`src/rtl/fetch_pkg.sv`:
```
`default_nettype none
// ============================================================================
// fetch_pkg : shared types and constants for the byte-wide instruction fetch
// Rev 1.0
// ============================================================================
package fetch_pkg;

   localparam int          BYTES_PER_WORD   = 4;
   localparam logic [31:0] DEFAULT_RESET_PC = 32'h0000_0000;

   typedef struct packed {
      logic [31:0] pc;
      logic [31:0] instr;
   } fetch_entry_t;

   typedef enum logic [0:0] {
      ISSUE = 1'b0,
      HOLD  = 1'b1
   } issue_state_t;

endpackage
`default_nettype wire

```
`src/rtl/fetch_fifo.sv`:
```
`default_nettype none
// ============================================================================
// fetch_fifo : DEPTH-entry word FIFO of fetch_entry_t, flush beats push
// Rev 1.0
// ============================================================================
module fetch_fifo
   import fetch_pkg::*;
#(
   parameter int DEPTH = 2
) (
   input  logic                         clk,
   input  logic                         rst,
   input  logic                         i_push,
   input  fetch_entry_t                 i_data,
   input  logic                         i_pop,
   input  logic                         i_flush,
   output fetch_entry_t                 o_head,
   output logic [$clog2(DEPTH+1)-1:0]   o_count,
   output logic                         o_empty,
   output logic                         o_full
);

   localparam int PTR_W = (DEPTH > 1) ? $clog2(DEPTH) : 1;
   localparam int CNT_W = $clog2(DEPTH + 1);
   localparam logic [CNT_W-1:0] c_depth = CNT_W'(DEPTH);

   fetch_entry_t     r_mem [DEPTH];
   logic [PTR_W-1:0] r_wr_ptr;
   logic [PTR_W-1:0] r_rd_ptr;
   logic [CNT_W-1:0] r_count;
   logic             w_do_push;
   logic             w_do_pop;

   function automatic logic [PTR_W-1:0] ptr_inc(input logic [PTR_W-1:0] p);
      return (p == PTR_W'(DEPTH - 1)) ? '0 : p + PTR_W'(1);
   endfunction

   assign o_empty   = (r_count == '0);
   assign o_full    = (r_count == c_depth);
   assign o_count   = r_count;
   assign o_head    = r_mem[r_rd_ptr];
   assign w_do_pop  = i_pop && !o_empty;
   // A push into a full FIFO is only accepted when the head leaves in the same cycle.
   assign w_do_push = i_push && (!o_full || w_do_pop);

   always_ff @(posedge clk) begin
      if (rst || i_flush) begin
         r_wr_ptr <= '0;
         r_rd_ptr <= '0;
         r_count  <= '0;
      end else begin
         if (w_do_push) r_wr_ptr <= ptr_inc(r_wr_ptr);
         if (w_do_pop)  r_rd_ptr <= ptr_inc(r_rd_ptr);
         case ({w_do_push, w_do_pop})
            2'b10:   r_count <= r_count + CNT_W'(1);
            2'b01:   r_count <= r_count - CNT_W'(1);
            default: r_count <= r_count;
         endcase
      end
   end

   always_ff @(posedge clk) begin
      if (w_do_push && !rst && !i_flush) r_mem[r_wr_ptr] <= i_data;
   end

endmodule
`default_nettype wire

```
`src/rtl/ifetch_byte_buffer.sv`:
```
`default_nettype none
// ============================================================================
// ifetch_byte_buffer : assembles big-endian words from a byte memory, buffers them
// Rev 1.0
// ============================================================================
module ifetch_byte_buffer
   import fetch_pkg::*;
#(
   parameter int          ADDR_W   = 5,
   parameter int          DEPTH    = 2,
   parameter logic [31:0] RESET_PC = DEFAULT_RESET_PC
) (
   input  logic              clk,
   input  logic              reset,
   output logic              mem_en,
   output logic [ADDR_W-1:0] mem_addr,
   input  logic [7:0]        mem_rdata,
   input  logic              redirect,
   input  logic [31:0]       redirect_pc,
   output logic              out_valid,
   input  logic              out_ready,
   output logic [31:0]       out_instr,
   output logic [31:0]       out_pc
);

   localparam int CNT_W = $clog2(DEPTH + 1);
   localparam logic [CNT_W:0] c_depth = (CNT_W + 1)'(DEPTH);

   issue_state_t r_state;
   issue_state_t w_state_nxt;
   logic [31:0]  r_fetch_pc;
   logic [1:0]   r_byte_idx;
   logic         r_squash;
   logic         r_rd_valid;
   logic         r_rd_last;
   logic [31:0]  r_rd_pc;
   logic [23:0]  r_shift;

   logic             w_issue;
   logic             w_can_issue;
   logic             w_free;
   logic             w_capture;
   logic             w_push;
   logic [CNT_W-1:0] w_count;
   logic [CNT_W:0]   w_used;
   logic             w_empty;
   logic             w_full;
   logic [31:0]      w_redirect_pc;
   fetch_entry_t     w_push_data;
   fetch_entry_t     w_head;

   // The word whose last byte is still returning already owns a slot.
   assign w_used      = {1'b0, w_count} + {{CNT_W{1'b0}}, r_rd_last};
   assign w_free      = !w_full && (w_used < c_depth);
   assign w_can_issue = (r_byte_idx != 2'd0) || w_free;

   always_comb begin
      w_state_nxt = r_state;
      w_issue     = 1'b0;
      case (r_state)
         ISSUE: begin
            if (w_can_issue) w_issue = 1'b1;
            else             w_state_nxt = HOLD;
         end
         HOLD: begin
            if (w_can_issue) begin
               w_issue     = 1'b1;
               w_state_nxt = ISSUE;
            end
         end
         default: w_state_nxt = ISSUE;
      endcase
      if (reset || redirect) begin
         w_issue     = 1'b0;
         w_state_nxt = ISSUE;
      end
   end

   assign mem_en        = w_issue;
   assign mem_addr      = r_fetch_pc[ADDR_W-1:0] + ADDR_W'(r_byte_idx);
   assign w_redirect_pc = redirect_pc & ~32'h3;
   assign w_capture     = r_rd_valid && !r_squash;
   assign w_push        = w_capture && r_rd_last && !redirect;
   assign w_push_data   = '{pc: r_rd_pc, instr: {r_shift, mem_rdata}};

   always_ff @(posedge clk) begin
      if (reset) begin
         r_state    <= ISSUE;
         r_fetch_pc <= RESET_PC;
         r_byte_idx <= 2'd0;
         r_squash   <= 1'b0;
         r_rd_valid <= 1'b0;
         r_rd_last  <= 1'b0;
         r_rd_pc    <= 32'd0;
         r_shift    <= 24'd0;
      end else if (redirect) begin
         r_state    <= ISSUE;
         r_fetch_pc <= w_redirect_pc;
         r_byte_idx <= 2'd0;
         r_squash   <= 1'b1;
         r_rd_valid <= 1'b0;
         r_rd_last  <= 1'b0;
         r_shift    <= 24'd0;
      end else begin
         r_state    <= w_state_nxt;
         r_squash   <= 1'b0;
         r_rd_valid <= w_issue;
         r_rd_last  <= w_issue && (r_byte_idx == 2'd3);
         if (w_issue) begin
            r_rd_pc    <= r_fetch_pc;
            r_byte_idx <= r_byte_idx + 2'd1;
            if (r_byte_idx == 2'd3) r_fetch_pc <= r_fetch_pc + 32'd4;
         end
         if (w_capture) r_shift <= {r_shift[15:0], mem_rdata};
      end
   end

   fetch_fifo #(
      .DEPTH (DEPTH)
   ) u_fifo (
      .clk     (clk),
      .rst     (reset),
      .i_push  (w_push),
      .i_data  (w_push_data),
      .i_pop   (out_valid && out_ready),
      .i_flush (redirect),
      .o_head  (w_head),
      .o_count (w_count),
      .o_empty (w_empty),
      .o_full  (w_full)
   );

   assign out_valid = !reset && !w_empty;
   assign out_instr = reset ? 32'd0 : w_head.instr;
   assign out_pc    = reset ? 32'd0 : w_head.pc;

endmodule
`default_nettype wire

```
`config.mk`:
```
export PLATFORM = sky130hd
export DESIGN_NAME = ifetch_byte_buffer
export DESIGN_NICKNAME = d
export VERILOG_FILES = /design/src/rtl/fetch_pkg.sv /design/src/rtl/fetch_fifo.sv /design/src/rtl/ifetch_byte_buffer.sv
export SDC_FILE = /design/constraint.sdc
export NUM_CORES = 1
export LEC_CHECK = 0
export BUFFER_PORTS_ARGS = -buffer_cell sky130_fd_sc_hd__buf_2
export CAP_MARGIN = 20
export CORE_AREA = 4 4 177 179
export CTS_BUF_LIST = sky130_fd_sc_hd__clkbuf_16
export CTS_CLUSTER_DIAMETER = 80
export DETAILED_ROUTE_END_ITERATION = 8
export DIE_AREA = 0 0 181 183
export GPL_ROUTABILITY_DRIVEN = 0
export PLACE_DENSITY = 0.51
export SYNTH_ARGS = -nofsm -noshare
export SYNTH_HDL_FRONTEND = slang
export SYNTH_SLANG_ARGS = --single-unit
```
`constraint.sdc`:
```
create_clock -name clk -period 21.2 [get_ports clk]
set_input_delay 2.12 -clock clk [delete_from_list [all_inputs] [get_ports clk]]
set_output_delay 2.12 -clock clk [all_outputs]
set_load 0.05 [all_outputs]
```
==> results.yml, run 1 <==
status:
  outcome: "completed"
global_routing:
  grt_first_pass_wirelength_mm: 31.7
  grt_residual_overflow: 0
  antenna_found_initial: 0
  grt_start_max_net_pins: 62
  global_route.usage.total: 0.117
  grt_pass1_vias: 5637
clock_network:
  tritoncts.num_buffers: 25
  htree_num_levels: 1
  cts-root-to-sink-buffers: 3
  clk_transition_reported_paths_ps: 60
  clock_sinks: 218
  skew_pair_late_insertion_delay_ps: 510
  cts_tree: "done"
  cts_resized: 0
  clockRootBuffer: "sky130_fd_sc_hd__clkbuf_16"
  cts_setup_buffers: 0
  postCtsHoldBufs: 0
pwr:
  power.sequential.fraction: 0.504
  portion_of_total_power_attributed_to_combinational_logic: 0.055
  power.share.switching: 0.228
  power.density_cell_area_mw_per_mm2: 87.3
  power_report.internal_total_mw: 0.705
  clock_power_share: 0.441
  ir_drop_uv: 48.9
  finalPower_mw: 0.914
  p_leak_nw: 3.53
  switchingPower_mw: 0.209
floorplanning:
  die_w_um: 181
  core_mm2: 0.0296
  floorplan.initialDensity: 0.297
  dieArea_mm2: 0.0331
  fp-row-count: 63
  io_pins: 115
  fp.dieH_um: 183
routing:
  wl_per_cell_um: 15.5
  drt-vias-per-instance: 4.52
  antenna_violating_nets_post_route: 0
  drt_first_iter_violations: 300
  drt_wl_total_mm: 19.7
  via_count: 5757
  drc: 0
  drtPass1Iterations: 4
hold_path:
  hold_end: "u_fifo.r_mem[0][60]$_DFFE_PP_"
  hold_path.class: "flop to flop"
  hold-path-cell-count: 0
  min_from: "r_rd_pc[28]$_SDFFE_PP0P_"
yosys:
  yosysWarningCount: 0
  netlist-cell-type-count: 49
  synth-async-reset-ratio: 0
  synth_edf_count: 124
  synth_top_cells_by_area: "sky130_fd_sc_hd__edfxtp_1 42%, sky130_fd_sc_hd__dfxtp_1 21%, sky130_fd_sc_hd__mux2i_1 7.2%"
  synthesis.area_mm2: 0.00878
  ys_seq_elements: 218
  synthFlopType: "sky130_fd_sc_hd__edfxtp_1"
  synth_area_leader: "sky130_fd_sc_hd__edfxtp_1"
  syn_avg_cell_area_um2: 11.4
  synth_largest_type_area_fraction: 0.424
  yosysSeqAreaShare: 0.639
  syn-instance-count: 769
setup_path:
  crit-reg2reg-launch: "u_fifo.o_count[0]$_SDFFE_PP0P_"
  timing.critical_path.required_ps: 19080
  cp_top_family: "buffers and inverters"
  worst-path-max-fanout: 61
  cp_buf_inv_count: 3
  worst_setup_path_end_kind: "output pin"
  timing.critical_path.from_type: "primary input"
  worst_path_max_delay_cell: "sky130_fd_sc_hd__or2_2"
  timing.setup.critical_path_class: "primary input to output pin"
  rrSetupSlack_ps: 18530
  cp_slowest_stage_delay_ps: 640
  critical_path_arrival_ps: 4080
  cp_cell_sequence: "buf_4 -> or2_2 -> a21oi_4 -> buf_4 -> buf_2"
  worst-r2r-cell-count: 5
  regToRegEndpoint: "u_fifo.r_mem[1][30]$_DFFE_PP_"
  critical-path-top-cell-by-count: "sky130_fd_sc_hd__buf_4"
sta:
  fin_worst_skew_ps: 21.9
  timing.slew.headroom: 0.302
  fin_worst_hold_slack_ps: 455
  slew_viol_final: 0
  setup_repair_after_global_routing_missed_its_margin: "no"
  fin_tns_setup_ps: 0
  finalHoldViolCount: 0
  fmax_ghz: 0.161
  period_share: 0.292
  final.min_clock_period_ps: 6200
  finalSetupViolations: 0
  worst_slew_pin_slew_ps: 1050
layout:
  share_of_layout_cells_above_drive_strength_1: 0.199
  flow.area_growth_from_synthesis_pct: 19.3
  diodes: 0
  post-route-util: 0.354
  final_net_count: 913
  final_non_filler_cells: 1274
  layout.cells.most_common_list: "124 x sky130_fd_sc_hd__edfxtp_1, 109 x sky130_fd_sc_hd__buf_2, 98 x sky130_fd_sc_hd__nor2_1"
  layout.cells.most_common: "sky130_fd_sc_hd__edfxtp_1"
placed_design:
  place.detailed.instances: 1228
  post-dp-hpwl_mm: 12.5
  place.port_buffers: 110
flow_run:
  maxCapViolCount: 0
-- worst max-delay path by stage --
stage,from,end,slack [ps],cells after the start
3_5_place_dp,reset,mem_en,14940,5
3_3_place_gp,reset,mem_en,14950,5
5_1_grt,reset,mem_en,14820,5
6_report,reset,mem_en,15000,5
4_1_cts,reset,mem_en,14940,5
2_1_floorplan,reset,u_fifo.r_mem[1][0]$_DFFE_PP_,13110,4
-- cell type report --
type,count,area [um^2]
inverters,7,26.3
well taps,390,488
clock inverters,21,154
multi-input cells,493,2940
repair buffers,120,628
flip-flops and latches,218,5610
fillers,2950,19100
clock buffers,25,626
-- state kept, by name, indices dropped and copies added (netlist names), named ones only --
register and cells:
r_rd_last 1, u_fifo.r_rd_ptr 1, u_fifo.o_count 2, u_fifo.r_mem 124, r_byte_idx 2, r_rd_pc 30
r_fetch_pc 30, r_rd_valid 1, r_squash 1, u_fifo.r_wr_ptr 1, r_shift 24
-- power by group through the flow --
stage | logic (mW) | clock network (mW) | registers, mW
6_report | 0.0504 | 0.403 | 0.461
3_5_place_dp | 0.0511 | 0 | 0.470
4_1_cts | 0.0513 | 0.416 | 0.461
5_1_grt | 0.0554 | 0.436 | 0.462
3_3_place_gp | 0.0508 | 0 | 0.470
2_1_floorplan | 0.0368 | 0 | 0.467
-- routing by layer --
metal | global-route usage | share of wire
met4 | 0.0273 | 0.022
met5 | 0 | 0
met1 | 0.169 | 0.48
met3 | 0.0234 | 0.051
met2 | 0.183 | 0.44
-- worst register-to-register path, cell delays in order, from the launching register on --
cell and delay, ps:
sky130_fd_sc_hd__dfxtp_1 430, sky130_fd_sc_hd__nor2_1 110, sky130_fd_sc_hd__nor3b_1 550, sky130_fd_sc_hd__o2111ai_1 380, sky130_fd_sc_hd__nor3b_2 270, sky130_fd_sc_hd__buf_4 540
-- cell families after synthesis --
family / synth area share
compound gates: 0.0717
xor+xnor: 0.0259
fa+ha+maj: 0.00570
buf+inv: 0.0291
flops: 0.639
mux: 0.0719
other cells: 0.000427
simple gates: 0.157
-- metrics by stage --
step | cell area [um^2] | worst slack, ps
after floorplan | 8780 | 13110
after global placement | 9690 | 14950
after detailed placement | 9690 | 14940
after CTS | 10500 | 14940
after global routing | 10500 | 14820
final | 10500 | 15000
-- cells in the mapped netlist (all sizes together) (12+ instances only) --
cell type	count
nor2	98
xnor2	15
a21oi	38
buf	17
dfxtp	94
clkbuf	35
edfxtp	124
nand4	12
nand2	98
o21ai	41
a211oi	15
nand2b	32
mux2i	63
No activity file was read; power rests on OpenSTA's default activity.
==> run 2: changes to the inputs <==
ABC_AREA = 1   (was not set)
CORE_AREA = 4 4 179 181   (was 4 4 177 179)
DIE_AREA = 0 0 183 185   (was 0 0 181 183)
PLACE_DENSITY = 0.53   (was 0.51)
clock period = 5.6 ns   (was 21.2 ns; I/O delays follow)
==> run 2 against run 1 <==
Sequential share of layout area is 1.1 points lower. Combinational power grew to 4.1 times the previous value. Design area is 2.1% higher. Critical endpoint unchanged. Largest cell class unchanged. Largest power group unchanged.
==> results.yml, run 2 <==
hold_path:
  hold_path.class: "primary input to flop"
  hold-path-cell-count: 1
routing:
  drc: 0
  wl_per_cell_um: 15.2
  drtPass1Iterations: 5
  via_count: 6822
  drt_first_iter_violations: 493
  antenna_violating_nets_post_route: 0
  drt_wl_total_mm: 22.6
  drt-vias-per-instance: 4.60
global_routing:
  grt_residual_overflow: 0
  grt_pass1_vias: 6367
  grt_start_max_net_pins: 100
  antenna_found_initial: 0
  grt_first_pass_wirelength_mm: 35.2
  global_route.usage.total: 0.129
sta:
  post-route-worst-setup-slack_ps: 2240
  finalHoldViolCount: 0
  finalSetupViolations: 0
  slew_viol_final: 0
  fin_worst_skew_ps: 8.53
  worst_slew_pin_slew_ps: 1020
  timing.slew.headroom: 0.317
  setup_repair_after_global_routing_missed_its_margin: "no"
  fmax_ghz: 0.298
  period_share: 0.600
  final.min_clock_period_ps: 3360
clock_network:
  cts_resized: 0
  clock_sinks: 218
  cts-root-to-sink-buffers: 3
  clk_transition_reported_paths_ps: 60
  cts_setup_buffers: 0
  cts_tree: "done"
  skew_pair_late_insertion_delay_ps: 510
  tritoncts.num_buffers: 25
  clockRootBuffer: "sky130_fd_sc_hd__clkbuf_16"
  postCtsHoldBufs: 0
  htree_num_levels: 1
yosys:
  yosysWarningCount: 0
  synth-async-reset-ratio: 0
  main_combinational_cell_family_by_area_after_synthesis: "simple AND/OR/NAND/NOR gates"
  syn_avg_cell_area_um2: 9.20
  synth-adder-area-share: 0.00556
  ys_seq_elements: 218
  syn-instance-count: 978
  synth_area_leader: "sky130_fd_sc_hd__edfxtp_1"
  netlist-cell-type-count: 35
  synth_top_cells_by_area: "sky130_fd_sc_hd__edfxtp_1 41%, sky130_fd_sc_hd__dfxtp_1 21%, sky130_fd_sc_hd__nor2_1 8.9%"
  synthSimpleGateAreaFrac: 0.211
  synth.cells.most_frequent: "214 x sky130_fd_sc_hd__nor2_1, 152 x sky130_fd_sc_hd__nand2_1, 124 x sky130_fd_sc_hd__edfxtp_1, 119 x sky130_fd_sc_hd__o21ai_0, 94 x sky130_fd_sc_hd__dfxtp_1"
  yosysSeqAreaShare: 0.623
  synth_largest_type_area_fraction: 0.414
  synth-compound-area-share: 0.0959
  synthFlopType: "sky130_fd_sc_hd__edfxtp_1"
  synth_edf_count: 124
  synthMuxAreaShare: 0.00111
  yosysMostFrequentCell: "sky130_fd_sc_hd__nor2_1"
  synthesis.area_mm2: 0.00900
  synth-xor-area-share: 0.00584
floorplanning:
  die_w_um: 183
  dieArea_mm2: 0.0339
  io_pins: 115
  fp.dieH_um: 185
  fp-row-count: 64
  floorplan.initialDensity: 0.296
  core_mm2: 0.0304
flow_run:
  maxCapViolCount: 0
layout:
  largest_reg_flops: 124
  flow.area_growth_from_synthesis_pct: 18.8
  fill_cells: 3157
  largest_register: "u_fifo.r_mem"
  sequential_cell_area_mm2: 0.00561
  final_non_filler_cells: 1483
  largest_registers: "u_fifo.r_mem (124), r_fetch_pc (30), r_rd_pc (30)"
  share_of_layout_cells_above_drive_strength_1: 0.159
  diodes: 0
  post-route-util: 0.351
  multi_input_area_mm2: 0.00289
  layout.cells.most_common_list: "214 x sky130_fd_sc_hd__nor2_1, 152 x sky130_fd_sc_hd__nand2_1, 124 x sky130_fd_sc_hd__edfxtp_1"
  layout.cells.most_common: "sky130_fd_sc_hd__nor2_1"
  final_net_count: 1117
pwr:
  p_leak_nw: 4.23
  power.density_cell_area_mw_per_mm2: 336
  ir_drop_uv: 175
setup_path:
  cp_top_family: "buffers and inverters"
  cp_cell_sequence: "buf_2 -> inv_6 -> nand2_4 -> inv_2 -> nand2_4 -> inv_1 -> buf_2"
  critical_path_arrival_ps: 2800
  cp_num_cells: 7
  worst-r2r-cell-count: 6
  worst_path_max_delay_cell: "sky130_fd_sc_hd__nand2_4"
  cp_buf_inv_count: 5
  worst_setup_path_end_kind: "output pin"
  timing.critical_path.from_type: "primary input"
  timing.setup.critical_path_class: "primary input to output pin"
  cp_slowest_stage_delay_ps: 430
  timing.critical_path.required_ps: 5040
  worst-path-max-fanout: 57
placed_design:
  dp_worst_setup_slack_ps: 2190
  post-dp-hpwl_mm: 14.2
  place.detailed.instances: 1438
  place.port_buffers: 110
status:
  outcome: "completed"
-- run 2: cell count changes after synthesis, sizes merged, moves of 6 or more --
cell	change
a211oi	-14
inv	+57
mux2i	-62
nand2	+58
nand2b	-32
nand3	+60
nand4	-7
nor2	+121
nor4	-6
o21ai	+78
xnor2	-13
xor2	-7
-- run 2: worst reg2reg max path, stage by stage (launching register included) --
cell,delay (ps)
sky130_fd_sc_hd__dfxtp_1,300
sky130_fd_sc_hd__inv_1,30
sky130_fd_sc_hd__nor2_1,70
sky130_fd_sc_hd__buf_4,290
sky130_fd_sc_hd__nand4_1,290
sky130_fd_sc_hd__nor3_2,230
sky130_fd_sc_hd__buf_4,650
-- run 2: layout make-up --
type                            instances  area share
Sequential cell                       218       0.524
Multi-Input combinational cell        642       0.271
Clock buffer                           25      0.0585
Timing Repair Buffer                  118      0.0571
Tap cell                              396      0.0463
Inverter                               64      0.0229
Clock inverter                         20      0.0200
-- run 2: kinds of logic (layout without fill, tap and decap cells) --
logic type	after synthesis	after routing
fa+ha+maj	4	4
other cells	1	2
simple gates	461	461
mux	1	1
compound gates	168	168
xor+xnor	6	6
flops	218	218
buf+inv	119	227
-- run 2: routing by layer --
metal / GRT usage / wire (um) / part of all wire
met5: 0 / 0 / 0
met4: 0.0319 / 505 / 0.022
met3: 0.0204 / 1190 / 0.053
met2: 0.212 / 10600 / 0.47
met1: 0.180 / 10300 / 0.46
-- run 2: through the flow --
stage	hold WS, ps	total power [mW]	TNS, ps	area [um^2]
floorplan	420	1.92	-60120	9000
global placement	431	1.98	0	9850
detailed placement	437	1.98	0	9850
CTS	237	3.64	0	10700
global route	242	3.73	0	10700
finish	262	3.59	0	10700
-- run 2: path summary, 6_finish.rpt --
kind	endpoint	start	slack (ps)
min	u_fifo.r_mem[0][6]$_DFFE_PP_	mem_rdata[6]	260
min reg2reg	u_fifo.r_mem[0][52]$_DFFE_PP_	r_rd_pc[20]$_SDFFE_PP0P_	450
max	mem_en	redirect	2240
max reg2reg	u_fifo.r_mem[0][55]$_DFFE_PP_	r_rd_valid$_SDFF_PP0_	3320
-- run 2: power by group --
| part | internal, mW | switching, mW |
|---|---|---|
| Clock | 0.999 | 0.643 |
| Combinational | 0.0537 | 0.153 |
| Sequential | 1.71 | 0.0274 |
| Total | 2.77 | 0.823 |
==> run 3: changes to the inputs <==
clock period = 3 ns   (was 5.6 ns; I/O delays follow)
==> run 3 against run 2 <==
Clock-buffer cell count down 1. Critical path type is now flop to output pin. Largest cell class unchanged. Sequential share of layout area decreased by 0.53 points. Critical path depth shrank 2. Critical endpoint is now out_pc[20].
==> results.yml, run 3 (synthesized netlist as in run 2, its figures left out) <==
sta:
  fin_worst_skew_ps: 21.8
  fin_worst_hold_slack_ps: 15.2
  slew_viol_final: 0
  timing.slew.headroom: 0.444
  period_share: 0.794
  finalSetupViolations: 0
  post-route-worst-setup-slack_ps: 619
  setup_repair_after_global_routing_missed_its_margin: "no"
  fmax_ghz: 0.420
  final.min_clock_period_ps: 2380
  worst_slew_pin_slew_ps: 833
  finalHoldViolCount: 0
global_routing:
  grt_pass1_vias: 6766
  grt_start_max_net_pins: 63
  antenna_found_initial: 0
  global_route.usage.total: 0.132
  grt_residual_overflow: 0
  grt_first_pass_wirelength_mm: 36.2
layout:
  layout.cells.most_common_list: "214 x sky130_fd_sc_hd__nor2_1, 152 x sky130_fd_sc_hd__nand2_1, 124 x sky130_fd_sc_hd__edfxtp_1"
  final_non_filler_cells: 1496
  largest_register: "u_fifo.r_mem"
  share_of_layout_cells_above_drive_strength_1: 0.162
  largest_reg_flops: 124
  flow.area_growth_from_synthesis_pct: 20.0
  post-route-cell-area_mm2: 0.0108
  largest_registers: "u_fifo.r_mem (124), r_fetch_pc (30), r_rd_pc (30)"
  layout.cells.most_common: "sky130_fd_sc_hd__nor2_1"
  diodes: 0
  final_net_count: 1130
floorplanning:
  fp-row-count: 64
  io_pins: 115
  dieArea_mm2: 0.0339
  die_w_um: 183
  floorplan.initialDensity: 0.296
  fp.dieH_um: 185
  core_mm2: 0.0304
hold_path:
  hold_path.class: "primary input to flop"
  min_from: "mem_rdata[0]"
  hold-path-cell-count: 1
placed_design:
  place.port_buffers: 110
  placed_cell_area_mm2: 0.0100
  dp_worst_setup_slack_ps: 695
  place.detailed.instances: 1450
  post-dp-hpwl_mm: 15.1
setup_path:
  worst-r2r-cell-count: 7
  critical_path_arrival_ps: 2080
  critical-path-top-cell-by-count: "sky130_fd_sc_hd__nor2_1"
  worst_setup_path_end_kind: "output pin"
  crit-reg2reg-launch: "u_fifo.o_count[0]$_SDFFE_PP0P_"
  timing.critical_path.from_type: "flop"
  timing.setup.critical_path_class: "flop to output pin"
  cp_num_cells: 5
  worst_path_max_delay_cell: "sky130_fd_sc_hd__inv_2"
  worst-path-max-fanout: 24
  cp_buf_inv_count: 3
  cp_top_family: "buffers and inverters"
  rrSetupSlack_ps: 950
  regToRegEndpoint: "u_fifo.r_mem[0][46]$_DFFE_PP_"
  cp_slowest_stage_delay_ps: 400
  timing.critical_path.required_ps: 2700
  critical_path.endpoint: "out_pc[20]"
  cp_cell_sequence: "inv_2 -> buf_4 -> nor2_1 -> nor2_1 -> buf_2"
clock_network:
  cts_tree: "done"
  clk_transition_reported_paths_ps: 60
  cts_resized: 0
  postCtsHoldBufs: 2
  cts_setup_buffers: 0
  htree_num_levels: 1
  clockRootBuffer: "sky130_fd_sc_hd__clkbuf_16"
  clock_sinks: 218
  skew_pair_late_insertion_delay_ps: 520
  cts-root-to-sink-buffers: 3
  tritoncts.num_buffers: 24
pwr:
  ir_drop_uv: 350
  p_leak_nw: 4.30
  power.density_cell_area_mw_per_mm2: 592
routing:
  drt_wl_total_mm: 22.9
  via_count: 6852
  wl_per_cell_um: 15.3
  drtPass1Iterations: 5
  drc: 0
  drt-vias-per-instance: 4.58
  drt_first_iter_violations: 410
  antenna_violating_nets_post_route: 0
status:
  outcome: "completed"
flow_run:
  maxCapViolCount: 0
run 3: cell types whose count changed in the layout (fill, tap and decap cells not counted), sizes merged:
| cell | change |
|---|---|
| clkinv | +4 |
| dlygate4sd3 | +2 |
| buf | +12 |
| bufinv | -2 |
| clkinvlp | -5 |
| clkbuf | -1 |
| inv | +3 |
run 3: final cells by class:
cell class,count,area [um^2]
Fill cell,3167,19600
Sequential cell,218,5610
Multi-Input combinational cell,642,2920
Timing Repair Buffer,132,783
Clock buffer,24,601
Tap cell,396,495
Inverter,64,250
Clock inverter,20,141
run 3: worst min-delay path by stage:
| stage | endpoint | slack, ps |
|---|---|---|
| floorplan | u_fifo.r_mem[0][0]$_DFFE_PP_ | 400 |
| global placement | u_fifo.r_mem[0][27]$_DFFE_PP_ | 430 |
| detailed placement | u_fifo.r_mem[1][27]$_DFFE_PP_ | 430 |
| CTS | u_fifo.r_mem[1][0]$_DFFE_PP_ | 2 |
| global route | u_fifo.r_mem[0][7]$_DFFE_PP_ | 6 |
| finish | u_fifo.r_mem[1][0]$_DFFE_PP_ | 20 |
run 3: report_power, final:
part / internal (mW) / switching [mW]
clock network: 1.62 / 1.13
registers: 3.20 / 0.0519
logic: 0.106 / 0.290
total: 4.92 / 1.47
run 3: stage by stage:
| step | TNS, ps | total power, mW | util |
|---|---|---|---|
| 2_1_floorplan | -304 | 3.59 | - |
| 5_1_grt | 0 | 6.62 | 0.355 |
| 3_5_place_dp | 0 | 3.71 | 0.330 |
| 6_report | 0 | 6.39 | 0.355 |
| 4_1_cts | 0 | 6.47 | 0.355 |
| 3_3_place_gp | 0 | 3.71 | 0.330 |
run 3: worst register-to-register path: stages (launching register included):
cell and delay, ps:
sky130_fd_sc_hd__dfxtp_1 360, sky130_fd_sc_hd__inv_1 100, sky130_fd_sc_hd__nand2_1 120, sky130_fd_sc_hd__nand3_4 80, sky130_fd_sc_hd__nand3_2 70, sky130_fd_sc_hd__nand4_1 150, sky130_fd_sc_hd__nor3_4 570, sky130_fd_sc_hd__buf_4 320
run 3: routing by layer:
layer,up-vias,global-route usage,part of all wire
li1,3460,-,-
met1,3209,0.172,0.45
met2,153,0.234,0.49
met3,30,0.0198,0.044
met4,0,0.0298,0.018
met5,-,0,0
